`src/rtl/muldiv_scheduler_pkg.sv`:
```
// Shared types for the two-lane iterative multiply/divide unit.
package muldiv_scheduler_pkg;
   localparam int DWIDTH = 32;

   typedef enum logic [1:0] {
      MD_OP_MULT  = 2'b00,
      MD_OP_MULTU = 2'b01,
      MD_OP_DIV   = 2'b10,
      MD_OP_DIVU  = 2'b11
   } md_op_e;

   typedef enum logic [1:0] {
      MD_ST_IDLE = 2'b00,
      MD_ST_RUN  = 2'b01,
      MD_ST_DONE = 2'b10
   } md_st_e;

   function automatic logic op_signed(md_op_e op);
      return (op == MD_OP_MULT) || (op == MD_OP_DIV);
   endfunction

   function automatic logic op_div(md_op_e op);
      return (op == MD_OP_DIV) || (op == MD_OP_DIVU);
   endfunction
endpackage

```
`src/rtl/muldiv_core.sv`:
```
// Iterative datapath: shift-add multiply / restoring divide on operand
// magnitudes, with combinational sign fix-up of the final accumulator.
module muldiv_core
   import muldiv_scheduler_pkg::*;
#(
   parameter int WIDTH = DWIDTH
) (
   input  logic             clk,
   input  logic             rst_n,
   input  logic             start,
   input  logic             step,
   input  md_op_e           op,
   input  logic [WIDTH-1:0] rs,
   input  logic [WIDTH-1:0] rt,
   output logic [WIDTH-1:0] hi_res,
   output logic [WIDTH-1:0] lo_res
);
   function automatic logic [WIDTH-1:0] mag(logic [WIDTH-1:0] v, logic sgn);
      return (sgn && v[WIDTH-1]) ? -v : v;
   endfunction

   logic             sgn, is_div;
   logic [WIDTH-1:0] rs_mag, rt_mag;
   logic [WIDTH-1:0] hi_q, lo_q, hi_in, lo_in;
   logic [WIDTH:0]   sum, shl, diff;
   logic             ge;
   logic [2*WIDTH-1:0] prod, prod_fix;

   assign sgn    = op_signed(op);
   assign is_div = op_div(op);
   assign rs_mag = mag(rs, sgn);
   assign rt_mag = mag(rt, sgn);

   // The first iteration works from a cleared accumulator, so no separate load cycle.
   assign hi_in = start ? '0 : hi_q;
   assign lo_in = start ? (is_div ? rs_mag : rt_mag) : lo_q;

   assign sum  = {1'b0, hi_in} + (lo_in[0] ? {1'b0, rs_mag} : '0);
   assign shl  = {hi_in, lo_in[WIDTH-1]};
   assign diff = shl - {1'b0, rt_mag};
   assign ge   = ~diff[WIDTH];

   always_ff @(posedge clk) begin
      if (!rst_n) begin
         hi_q <= '0;
         lo_q <= '0;
      end else if (step) begin
         if (is_div) begin
            hi_q <= ge ? diff[WIDTH-1:0] : shl[WIDTH-1:0];
            lo_q <= {lo_in[WIDTH-2:0], ge};
         end else begin
            hi_q <= sum[WIDTH:1];
            lo_q <= {sum[0], lo_in[WIDTH-1:1]};
         end
      end
   end

   assign prod     = {hi_q, lo_q};
   assign prod_fix = (sgn && (rs[WIDTH-1] ^ rt[WIDTH-1])) ? -prod : prod;

   always_comb begin
      hi_res = prod_fix[2*WIDTH-1:WIDTH];
      lo_res = prod_fix[WIDTH-1:0];
      if (is_div) begin
         if (rt == '0) begin
            hi_res = rs;
            lo_res = '1;
         end else begin
            lo_res = (sgn && (rs[WIDTH-1] ^ rt[WIDTH-1])) ? -lo_q : lo_q;
            hi_res = (sgn && rs[WIDTH-1]) ? -hi_q : hi_q;
         end
      end
   end
endmodule

```
`src/rtl/muldiv_scheduler.sv`:
```
// Two-lane arbiter and sequencer for the shared multiply/divide unit; owns HI/LO.
module muldiv_scheduler
   import muldiv_scheduler_pkg::*;
#(
   parameter int WIDTH = DWIDTH,
   parameter int CNT_W = 6
) (
   input  logic             md_i_clk,
   input  logic             md_i_rst,
   input  logic             md_i_req0,
   input  logic             md_i_req1,
   input  logic [1:0]       md_i_op0,
   input  logic [1:0]       md_i_op1,
   input  logic [WIDTH-1:0] md_i_rs0,
   input  logic [WIDTH-1:0] md_i_rt0,
   input  logic [WIDTH-1:0] md_i_rs1,
   input  logic [WIDTH-1:0] md_i_rt1,
   input  logic             md_i_flush,
   output logic             md_o_ack0,
   output logic             md_o_ack1,
   output logic             md_o_stall0,
   output logic             md_o_stall1,
   output logic             md_o_busy,
   output logic             md_o_hilo_valid,
   output logic [WIDTH-1:0] md_o_hi,
   output logic [WIDTH-1:0] md_o_lo
);
   md_st_e           state_q, state_d;
   logic [CNT_W-1:0] cnt_q;
   logic             grant_q, grant, start, step, done_ok;
   md_op_e           op_q;
   logic [WIDTH-1:0] rs_q, rt_q, hi_res, lo_res;

   always_ff @(posedge md_i_clk) begin
      if (!md_i_rst) state_q <= MD_ST_IDLE;
      else           state_q <= state_d;
   end

   always_comb begin
      state_d = state_q;
      grant   = 1'b0;
      start   = 1'b0;
      step    = 1'b0;
      case (state_q)
         MD_ST_IDLE: if (md_i_req0 || md_i_req1) begin
            grant   = 1'b1;
            state_d = MD_ST_RUN;
         end
         MD_ST_RUN: begin
            step  = 1'b1;
            start = (cnt_q == '0);
            if (cnt_q == CNT_W'(WIDTH-1)) state_d = MD_ST_DONE;
         end
         MD_ST_DONE: state_d = MD_ST_IDLE;
         default:    state_d = MD_ST_IDLE;
      endcase
      // Squash overrides everything, including a grant pending in IDLE.
      if (md_i_flush) begin
         state_d = MD_ST_IDLE;
         grant   = 1'b0;
      end
   end

   always_ff @(posedge md_i_clk) begin
      if (!md_i_rst) begin
         cnt_q   <= '0;
         grant_q <= 1'b0;
         op_q    <= MD_OP_MULT;
         rs_q    <= '0;
         rt_q    <= '0;
         md_o_hi <= '0;
         md_o_lo <= '0;
      end else begin
         cnt_q <= (state_q == MD_ST_RUN && state_d == MD_ST_RUN) ? cnt_q + CNT_W'(1) : '0;
         if (grant) begin
            grant_q <= ~md_i_req0;
            op_q    <= md_op_e'(md_i_req0 ? md_i_op0 : md_i_op1);
            rs_q    <= md_i_req0 ? md_i_rs0 : md_i_rs1;
            rt_q    <= md_i_req0 ? md_i_rt0 : md_i_rt1;
         end
         if (done_ok) begin
            md_o_hi <= hi_res;
            md_o_lo <= lo_res;
         end
      end
   end

   muldiv_core #(.WIDTH(WIDTH)) u_core (
      .clk    (md_i_clk),
      .rst_n  (md_i_rst),
      .start  (start),
      .step   (step),
      .op     (op_q),
      .rs     (rs_q),
      .rt     (rt_q),
      .hi_res (hi_res),
      .lo_res (lo_res)
   );

   assign done_ok         = (state_q == MD_ST_DONE) && !md_i_flush;
   assign md_o_ack0       = done_ok && !grant_q;
   assign md_o_ack1       = done_ok &&  grant_q;
   assign md_o_stall0     = md_i_req0 & ~md_o_ack0;
   assign md_o_stall1     = md_i_req1 & ~md_o_ack1;
   assign md_o_busy       = (state_q != MD_ST_IDLE);
   assign md_o_hilo_valid = ~md_o_busy & ~md_i_req0 & ~md_i_req1;
endmodule

```
`config.mk`:
```
export PLATFORM = sky130hd
export DESIGN_NAME = muldiv_scheduler
export DESIGN_NICKNAME = d
export VERILOG_FILES = /design/src/rtl/muldiv_scheduler_pkg.sv /design/src/rtl/muldiv_core.sv /design/src/rtl/muldiv_scheduler.sv
export SDC_FILE = /design/constraint.sdc
export NUM_CORES = 1
export LEC_CHECK = 0
export CAP_MARGIN = 10
export CORE_MARGIN = 2
export CORE_UTILIZATION = 35
export CTS_CLUSTER_SIZE = 12
export DETAILED_ROUTE_END_ITERATION = 10
export SYNTH_ARGS = -nofsm -noshare
export SYNTH_HDL_FRONTEND = slang
export SYNTH_HIERARCHICAL = 1
export SYNTH_SLANG_ARGS = --single-unit
```
`constraint.sdc`:
```
create_clock -name md_i_clk -period 6.45 [get_ports md_i_clk]
set_clock_uncertainty 0.2 [all_clocks]
set_input_delay 1.29 -clock md_i_clk [delete_from_list [all_inputs] [get_ports md_i_clk]]
set_output_delay 1.29 -clock md_i_clk [all_outputs]
set_load 0.05 [all_outputs]
```
==> run summary <==
The number of setup violations in the final report came out at 0. The count of cells along the worst register-to-register path is 19. The share of Yosys cell area claimed by the top area cell type came out at 23.8%. The worst hold path cell count is 2.

The final-layout setup total negative slack came out at 0 ns. The flip-flop cell with the highest count after synthesis is sky130_fd_sc_hd__dfxtp_1. Averaged over all synthesized cells, the footprint is 7.38 sq um. The tool flagged a number of max-cap violations equal to 0. For hold timing, the worst endpoint is md_o_lo[8]. The number of global-route vias before repair is 17.0k. By instance count, the leading cell after synthesis is sky130_fd_sc_hd__a21oi_1. The detailed route wirelength on metal2 came out at 28900 um. The arrival time of the worst setup path is 6.17 ns. The final worst hold slack is 0.251 ns. The run finished with clean final reports.

Yosys attributes the largest share of cell area to sky130_fd_sc_hd__dfxtp_1 24%, sky130_fd_sc_hd__a21oi_1 9.5%, sky130_fd_sc_hd__nand2_1 6.2%. The area of the mapped netlist came out at 0.0171 sq mm. The total routing resource utilization after global routing is 25.8%. The cell sitting at the root of the clock tree is a sky130_fd_sc_hd__clkbuf_16. The initial core utilization is 35.2%.

The area growth from synthesis to layout is 19.4%. The later pin in the worst-skew pair is clocked with a latency of 0.58 ns. The detailed router finished its first iteration with 1845 violations. The unique cell type count in the Yosys netlist is 97.

Sequential elements use 23.8% of the synthesized area. From left edge to right edge, the die measures 225 um. The reported leakage power came out at 7.89 nW.

Setup repair after global routing left no endpoint under its margin. The congestion estimate from routability-driven global placement came to 1.02. After detailed routing, the average wire length per cell comes to 22.0 um.

In the synthesized netlist, the cells that appear most often are 324 x sky130_fd_sc_hd__a21oi_1, 283 x sky130_fd_sc_hd__nand2_1, 203 x sky130_fd_sc_hd__dfxtp_1. The floorplan step defined a die boundary enclosing 0.0507 sq mm. Across the VDD grid, the largest voltage drop is 180 uV. The count of flip-flops with a built-in enable after synthesis came out at 0.

The power density over the cells came out at 229 mW/mm^2. The clock transition at the registers of the reported paths is 0.06 ns. The via density per instance came out at 5.92. The worst register-to-register path ends at u_core/hi_q[3]. Buffers added to address setup during post-CTS repair amount to 0. For this run, the detailed router's first-pass iteration total came to 6. The final critical path takes up 91.5% of the cycle.

The number of buffers added on ports came out at 206. The topmost layer with routed signal wires is met4. The data required time of the critical path is 6.72 ns. The number of buffers on the longest clock path is 3.

The repair_antennas step left the layout with diodes totalling 0. Counting the buffers created by CTS gives 26. The post-synth net total is 2526. The total number of vias came out at 18.1k. The half-perimeter wire length of the detailed placement result is 52400 um. In this run the tightest slew margin relative to its limit is 30.3%. CTS saw 203 sinks.

STA classifies the critical path startpoint as a register. In the synthesized netlist the async set-or-reset flop fraction comes to 0%. The detailed route wirelength on metal3 is 5770 um. For the pin with the worst max-slew slack, the measured transition is 1.04 ns. The tightest min-delay check is of the reg2reg type.

The worst setup path is captured at a register. The cell count after synthesis is 2317. The placed instance area is 0.0196 sq mm. Row generation in the floorplan step produced 81 rows. The chip height is 225 um. The initial antenna violation count came to 0. After routing the design area is 0.0204 sq mm. The number of hold buffers added after CTS was 0. The maximum number of pins on one net before global-route repair came out at 124. The number of top-level pins is 207.

The final net count came out at 2626. The maximum frequency from static timing analysis came out at 170 MHz. The ratio of cells with drive above 1 in the final layout came out at 6.86%. The synthesized flop and latch total came out at 203. The register-to-register setup slack is 0.55 ns. In this run the most critical hold path is launched from md_o_lo[8]. The largest driver fanout on the critical path is 24. The number of pins with negative max-slew slack in the final report came out at 0.

The time the worst path needs with I/O delays and setup is 5.90 ns. The number of nets with antenna violations after routing came out at 0. The critical path in this run is classified as reg2reg. For this run, design rule violations remaining after detail routing come to 0. The number of gates given a new drive strength after cts is 0. The core area is 0.0486 sq mm. The worst register-to-register path begins at rt_q[16].

TritonCTS built the clock tree. The first-pass GRT wire length came out at 101000 um. The number of hold violations in the final report is 0. The biggest area contributor in the post-synthesis netlist is sky130_fd_sc_hd__dfxtp_1. The depth of the CTS H-tree is 1.

The total overflow reported by the global router came out at 0. The routed design has 67300 um of wire. The total number of yosys warnings is 6. The met1 layer wirelength in the final routing is 30100 um.
==> layout by cell type (no fill, tap or decap), types with 43 or more instances in the layout <==
master	instances
sky130_fd_sc_hd__a21oi_1	323
sky130_fd_sc_hd__nand2_1	283
sky130_fd_sc_hd__clkdlybuf4s50_1	205
sky130_fd_sc_hd__dfxtp_1	202
sky130_fd_sc_hd__nor2_1	198
sky130_fd_sc_hd__o21ai_0	123
sky130_fd_sc_hd__mux2i_1	90
sky130_fd_sc_hd__a211oi_1	84
sky130_fd_sc_hd__xnor2_1	81
sky130_fd_sc_hd__xor2_1	75
sky130_fd_sc_hd__ha_1	70
sky130_fd_sc_hd__nor2b_1	50
sky130_fd_sc_hd__nand3_1	46
sky130_fd_sc_hd__nor3_1	43
==> critical path, stage by stage, from the launching register on <==
cell	delay [ns]
sky130_fd_sc_hd__dfxtp_1	0.34
sky130_fd_sc_hd__or4_1	0.61
sky130_fd_sc_hd__nor3_2	0.31
sky130_fd_sc_hd__nand4_1	0.23
sky130_fd_sc_hd__nor4_1	0.33
sky130_fd_sc_hd__o21ai_0	0.36
sky130_fd_sc_hd__mux2i_1	0.26
sky130_fd_sc_hd__a21oi_1	0.10
sky130_fd_sc_hd__ha_1	0.25
sky130_fd_sc_hd__fa_1	0.40
sky130_fd_sc_hd__nand2b_1	0.18
sky130_fd_sc_hd__a21oi_1	0.22
sky130_fd_sc_hd__o41a_1	0.27
sky130_fd_sc_hd__a21oi_1	0.18
sky130_fd_sc_hd__o21ba_2	0.26
sky130_fd_sc_hd__xnor2_2	0.43
sky130_fd_sc_hd__buf_12	0.27
sky130_fd_sc_hd__mux2_2	0.35
sky130_fd_sc_hd__a21oi_1	0.16
sky130_fd_sc_hd__nor2_1	0.06
==> cell families (layout without fill, tap and decap cells) <==
family	count (synthesis)	in the layout	synth area share, %
AO/OA/AOI/OAI	823	823	31.1
AND/OR/NAND/NOR	755	755	21.0
buffers and inverters	212	328	5.20
flip-flops	203	203	23.8
XOR/XNOR	157	157	8.04
multiplexers	95	95	5.59
adder cells (fa/ha/maj)	72	72	5.35
==> report_power, final <==
part	internal [W]	switching [W]
registers	0.00131	0.000132
logic	0.000652	0.00107
clock network	0.000885	0.000619
total	0.00285	0.00182
==> final cells by class <==
type                    instances  area [sq um]
clock buffers                  33           737
clock inverters                11           134
fillers                      5017         28200
inverters                      41           156
multi-input cells            1902         12200
flip-flops and latches        203          4070
well taps                     622           778
repair buffers                243          2360
==> worst max path at each step <==
stage	from	to	slack, ns
after floorplan	state_q[0]	u_core/hi_q[16]	1.19
after global placement	rt_q[16]	u_core/hi_q[3]	0.76
after detailed placement	rt_q[16]	u_core/hi_q[3]	0.58
after CTS	rt_q[4]	u_core/hi_q[3]	0.57
after global routing	rs_q[3]	u_core/hi_q[5]	0.11
final	rt_q[16]	u_core/hi_q[3]	0.55
==> sequential cells by signal, indices dropped and copies added, names as in the netlist <==
register and count:
grant_q 1, op_q 2, state_q 2, rs_q 32, md_o_lo 32, cnt_q 6, u_core/lo_q 32, u_core/hi_q 32
md_o_hi 32, rt_q 32
==> through the flow <==
stage / setup WS [ns] / util, % / std cells / total power (W)
floorplan: 1.19 / - / 2317 / 0.00259
CTS: 0.571 / 42.0 / 3055 / 0.00466
detailed placement: 0.581 / 40.2 / 3011 / 0.00315
finish: 0.551 / 42.0 / 3055 / 0.00467
global route: 0.110 / 42.0 / 3055 / 0.00488
global placement: 0.759 / 40.2 / 3011 / 0.00314
==> per-layer routing <==
metal / global-route usage, % / vias to the layer above
li1: - / 8642
met1: 35.7 / 8497
met3: 5.11 / 138
met4: 9.36 / 0
met2: 39.6 / 803
met5: 0 / -
(Power assumes the default switching activity.)
